**src/rtl/uart_port_ctrl_pkg.sv**
```systemverilog
// uart_port_ctrl_pkg: COM1 access engine state encoding and request decode helper.
package uart_port_ctrl_pkg;
  typedef enum logic [2:0] {
    UART_IDLE,
    UART_RD_LOW,
    UART_WR_SETUP,
    UART_WR_LOW,
    UART_WR_TBRE,
    UART_WR_TSRE,
    UART_DONE
  } uart_state_e;
  function automatic uart_state_e accept_state(input logic cmd, input logic we, input logic re);
    return cmd ? UART_DONE : we ? UART_WR_SETUP : re ? UART_RD_LOW : UART_DONE;
  endfunction
endpackage

```
**src/rtl/uart_sync.sv**
```systemverilog
// uart_sync: 2-flop synchronizer, async reset to 0 (clk, rst, d async in, q synced out).
module uart_sync (
  input  logic clk,
  input  logic rst,
  input  logic d,
  output logic q
);
  logic m;
  always_ff @(posedge clk or posedge rst)
    if (rst) {q, m} <= 2'b00;
    else {q, m} <= {m, d};
endmodule

```
**src/rtl/uart_port_ctrl.sv**
```systemverilog
// uart_port_ctrl: COM1 data/command access engine driving UART rdn/wrn over the shared Ram1 bus (req/addr_cmd/we/re/wdata in, rdata/done/busy/err out, bus_out/bus_oe/bus_in bus, rdn/wrn strobes, tbre/tsre/data_ready async status).
module uart_port_ctrl
  import uart_port_ctrl_pkg::*;
#(
  parameter int          RD_LOW_CYCLES = 2,
  parameter int          WR_LOW_CYCLES = 2,
  parameter logic [15:0] TX_TIMEOUT    = 16'hFFFF
) (
  input  logic        clk,
  input  logic        rst,
  input  logic        req,
  input  logic        addr_cmd,
  input  logic        we,
  input  logic        re,
  input  logic [15:0] wdata,
  output logic [15:0] rdata,
  output logic        done,
  output logic        busy,
  output logic        err,
  output logic [15:0] bus_out,
  output logic        bus_oe,
  input  logic [15:0] bus_in,
  output logic        rdn,
  output logic        wrn,
  input  logic        tbre,
  input  logic        tsre,
  input  logic        data_ready
);
  logic tbre_s, tsre_s, data_ready_s;
  uart_sync u_tbre (.clk(clk), .rst(rst), .d(tbre), .q(tbre_s));
  uart_sync u_tsre (.clk(clk), .rst(rst), .d(tsre), .q(tsre_s));
  uart_sync u_dr (.clk(clk), .rst(rst), .d(data_ready), .q(data_ready_s));
  uart_state_e state, next;
  logic [15:0] cnt, rdata_d, bus_out_d;
  logic last_rd, last_wr, tmo, rdn_d, wrn_d, oe_d, done_d, busy_d, err_d, cmd_rd;
  logic unused_hi;
  assign unused_hi = ^{wdata[15:8], bus_in[15:8]};
  assign last_rd = cnt == 16'(RD_LOW_CYCLES - 1);
  assign last_wr = cnt == 16'(WR_LOW_CYCLES - 1);
  assign tmo = cnt == TX_TIMEOUT - 16'd1;
  assign cmd_rd = state == UART_IDLE && req && addr_cmd && re && !we;
  always_ff @(posedge clk or posedge rst)
    if (rst) state <= UART_IDLE;
    else state <= next;
  always_comb begin
    next = state;
    case (state)
      UART_IDLE:     if (req) next = accept_state(addr_cmd, we, re);
      UART_RD_LOW:   if (last_rd) next = UART_DONE;
      UART_WR_SETUP: next = UART_WR_LOW;
      UART_WR_LOW:   if (last_wr) next = UART_WR_TBRE;
      UART_WR_TBRE:  next = tbre_s ? UART_WR_TSRE : tmo ? UART_DONE : UART_WR_TBRE;
      UART_WR_TSRE:  next = (tsre_s || tmo) ? UART_DONE : UART_WR_TSRE;
      default:       next = UART_IDLE;
    endcase
  end
  // Outputs are registered from the next state so strobes change on the same edge as the state.
  always_comb begin
    rdn_d = next != UART_RD_LOW;
    wrn_d = next != UART_WR_LOW;
    oe_d = next == UART_WR_SETUP || next == UART_WR_LOW;
    done_d = next == UART_DONE;
    busy_d = next != UART_IDLE;
    err_d = next == UART_DONE && (state == UART_WR_TBRE || (state == UART_WR_TSRE && !tsre_s));
    rdata_d = cmd_rd ? {14'b0, data_ready_s, tbre_s & tsre_s}
            : (state == UART_RD_LOW && last_rd) ? {8'h00, bus_in[7:0]} : rdata;
    bus_out_d = (state == UART_IDLE && next == UART_WR_SETUP) ? {8'h00, wdata[7:0]} : bus_out;
  end
  always_ff @(posedge clk or posedge rst)
    if (rst) begin
      rdn <= 1'b1;
      wrn <= 1'b1;
      bus_oe <= 1'b0;
      bus_out <= '0;
      rdata <= '0;
      done <= 1'b0;
      busy <= 1'b0;
      err <= 1'b0;
      cnt <= '0;
    end else begin
      rdn <= rdn_d;
      wrn <= wrn_d;
      bus_oe <= oe_d;
      bus_out <= bus_out_d;
      rdata <= rdata_d;
      done <= done_d;
      busy <= busy_d;
      err <= err_d;
      cnt <= (next != state || state == UART_IDLE) ? '0 : cnt + 16'd1;
    end
endmodule

```
**config.mk**
```make
export PLATFORM = sky130hd
export DESIGN_NAME = uart_port_ctrl
export DESIGN_NICKNAME = d
export VERILOG_FILES = /design/src/rtl/uart_port_ctrl_pkg.sv /design/src/rtl/uart_sync.sv /design/src/rtl/uart_port_ctrl.sv
export SDC_FILE = /design/constraint.sdc
export NUM_CORES = 1
export LEC_CHECK = 0
export BUFFER_PORTS_ARGS = -buffer_cell sky130_fd_sc_hd__buf_2
export CAP_MARGIN = 15
export CELL_PAD_IN_SITES_DETAIL_PLACEMENT = 0
export CELL_PAD_IN_SITES_GLOBAL_PLACEMENT = 1
export CORE_MARGIN = 2
export CORE_UTILIZATION = 40
export DETAILED_ROUTE_END_ITERATION = 8
export PLACE_DENSITY = 0.91
export SLEW_MARGIN = 20
export SYNTH_ARGS = -nofsm -noshare
export SYNTH_HDL_FRONTEND = slang
export SYNTH_SLANG_ARGS = --single-unit
```
**constraint.sdc**
```tcl
create_clock -name clk -period 3.8 [get_ports clk]
set_clock_uncertainty 0.05 [all_clocks]
set_input_delay 0.19 -clock clk [delete_from_list [all_inputs] [get_ports clk]]
set_output_delay 0.19 -clock clk [all_outputs]
set_load 0.01 [all_outputs]
```
==> flow_summary_export.csv <==
group,metric,value,unit
floorplanning,die_h,78.7,um
sta,fin_crit_sh,60.6,%
finish,final_common_cell,"buf_2",
placed_design,placed_cell_area,2480,um^2
sta,slew_headroom,37.3,%
grt,grt_pass1_wl,7040,um
synthesis,syn_area,2230,um^2
setup_path,ff2ff_setup_slack,1.50,ns
synthesis,synth_top_family_by_area,"simple AND/OR/NAND/NOR gates",
synthesis,yosysTopAreaCellShare,50.4,%
placed_design,portBuffers,46,
grt,overflow,0,
sta,maxSlewViolCount,0,
placed_design,hpwl,2910,um
drt,drt.antenna.violating_nets,0,
sta,post-route-min-period,2.30,ns
setup_path,crit_type,"reg2reg",
power,power_density,654,nW/um^2
min_path,min_to,"rdata[4]",
drt,viasPerCell,4.74,
sta,rsz0062_at_grt,"no",
drt,drt-wirelength-per-cell,12.2,um
finish,area_growth,18.2,%
finish,layout_common_cells,"buf_2 (46), dfrtp_1 (45), nand2_1 (24), nor2_1 (19), conb_1 (16)",
clocking,cts_tree,"built",
floorplanning,io_pins,79,
setup_path,slowest_delay,0.44,ns
synthesis,synth_adder_area_share,1.68,%
synthesis,ys.flop_type,"dfrtp_1",
synthesis,synthTopCellsByArea,"dfrtp_1 (50%), buf_4 (5.4%), xor2_1 (4.3%)",
drt,drc,0,
floorplanning,start_util,41.1,%
finish,seqCellArea,1180,um^2
sta,worst_pin_slew,0.940,ns
grt,track_usage,14.2,%
synthesis,yosys.area.top_type,"dfrtp_1",
setup_path,cp-start-kind,"flip-flop",
finish,drive_above_1_share,27.7,%
power,power.leakage,1.22,nW
power,peakVddDrop,293,uV
drt,vias,1573,
placed_design,dpl_worst_slack,1.47,ns
placed_design,globalplace.congestion,0.786,
synthesis,synth-simple-area-share,19.6,%
floorplanning,design.die.area,6200,um^2
floorplanning,die_width,78.7,um
sta,max_freq,0.434,GHz
finish,fin_area,2640,um^2
clocking,clk_latency,0.29,ns
sta,finalSetupTns,0,ns
clocking,cts_hold_buf,3,
finish,multiInputGateArea,955,um^2
finish,fill_cells,514,
sta,holdWs,0.0446,ns
clocking,cts-resized-gates,0,
setup_path,critPathRequiredTime,3.94,ns
floorplanning,num_rows,27,
sta,final_hold_viol_count,0,
synthesis,ys_seq_area_share,52.8,%
synthesis,synth_edf_count,0,
finish,fin_util,48.5,%
setup_path,cp_slowest_cell,"dfrtp_1",
finish,num_antenna_cells,0,
setup_path,worstPathMaxFanout,8,
setup_path,worstPathArrival,2.44,ns
grt,grt_antenna_before_repair,0,
flow_run,drv_cap,0,
min_path,hold-path-cell-count,3,
outcome,outcome,"finished clean",
synthesis,synth_mux_area_share,4.03,%
setup_path,end_kind,"flip-flop",
clocking,postCtsSetupBuffers,0,
clocking,cts_max_path_buffers,2,
synthesis,synth_compound_area_share,9.24,%
drt,drtIter0Drc,73,
sta,finalSetupViolCount,0,
setup_path,crit_chain,"inv_1 > ha_1 > nor4b_2 > nand4_1 > o21ai_1 > a31oi_4 > mux2_2",
synthesis,synth_cell_type_count,46,
clocking,htreeDepth,2,
synthesis,synth_area_per_cell,10.8,um^2
synthesis,synth.ff_latch_count,47,
synthesis,synth-xor-area-share,5.49,%
min_path,hold_start,"bus_in[4]",
setup_path,r2r.worst_path.cells,7,
clocking,cts_root_buf,"clkbuf_8",
drt,totalWireLength,4040,um
drt,first_pass_iters,4,
floorplanning,core_area,5440,um^2
clocking,cts_buffers,5,
synthesis,yosys_warnings,0,
clocking,cts_sinks,47,
clocking,clk_pin_slew,0.09,ns
grt,grt_max_degree,48,
setup_path,reg2reg_from,"cnt[1]",
grt,grt_pass1_vias,1554,
sta,worst_slack,1.50,ns
setup_path,r2r-end,"bus_out[2]",
min_path,worstHoldPathType,"in2reg",
synthesis,synth_cells,207,
finish,fin_nets,303,
synthesis,synthArstFlopShare,100,%
## power breakdown
group / leakage, nW / switching [mW] / internal, mW / total (mW)
Clock: 0.0654 / 0.163 / 0.263 / 0.425
Combinational: 0.562 / 0.324 / 0.247 / 0.571
Sequential: 0.595 / 0.0886 / 0.642 / 0.730
Total: 1.22 / 0.575 / 1.15 / 1.73
## Yosys cell counts (4+ instances only)
cell,instances
nor2_1,19
nand3_1,5
buf_4,16
xor2_1,11
mux2_2,8
nand4_1,4
o21ai_0,10
nand2_1,24
nor3_1,5
inv_1,6
dfrtp_1,45
## metrics by stage
stage	cells	power (mW)
after global placement	321	1.30
after detailed placement	321	1.32
after global routing	332	1.85
after floorplan	222	1.13
after CTS	332	1.74
final	332	1.73
## cell families (layout without fill, tap and decap cells)
logic type | after synthesis | in the layout
and+or+nand+nor | 81 | 81
AOI/OAI and AO/OA | 28 | 28
xor gates and xnor gates | 14 | 14
buffers and inverters | 25 | 63
adders and majority gates | 3 | 3
other | 1 | 16
muxes | 8 | 8
DFF | 47 | 47
## cell type report
type | count | share of cell area [%]
repair buffers | 49 | 9.86
clock buffers | 6 | 2.75
well taps | 72 | 3.41
inverters | 6 | 0.853
multi-input cells | 150 | 36.2
clock inverters | 2 | 2.28
flip-flops and latches | 47 | 44.7
## metal layers
layer	up-vias	GRT usage, %	routed length (um)	share of wire (%)
met5	-	0	0	0
met4	0	3.68	26	0.64
met3	5	3.52	188	4.6
met2	34	24.3	2010	50
met1	743	18.2	1820	45
li1	791	-	-	-
## worst max-delay path: cells and delay by family, from the launching register on
| family | cells | cell delay [ns] |
|---|---|---|
| mux | 1 | 0.33 |
| simple gates | 2 | 0.47 |
| fa+ha+maj | 1 | 0.13 |
| flops | 1 | 0.44 |
| buf+inv | 1 | 0.09 |
| compound gates | 2 | 0.69 |
## registers in the layout (all words and copies together) (netlist names), 3 cells and up
register  flops
rdata         8
state         3
cnt          16
bus_out       8
## worst max-delay path by stage
stage	start	cells past startpoint	end	slack [ns]
4_1_cts	cnt[1]	7	bus_out[2]	1.46
5_1_grt	cnt[1]	7	bus_out[2]	1.26
3_3_place_gp	cnt[1]	7	bus_out[2]	1.52
3_5_place_dp	cnt[1]	7	bus_out[2]	1.47
2_1_floorplan	cnt[0]	7	bus_out[0]	1.78
6_report	cnt[1]	7	bus_out[2]	1.50
Power figures use the tool's default switching activity.
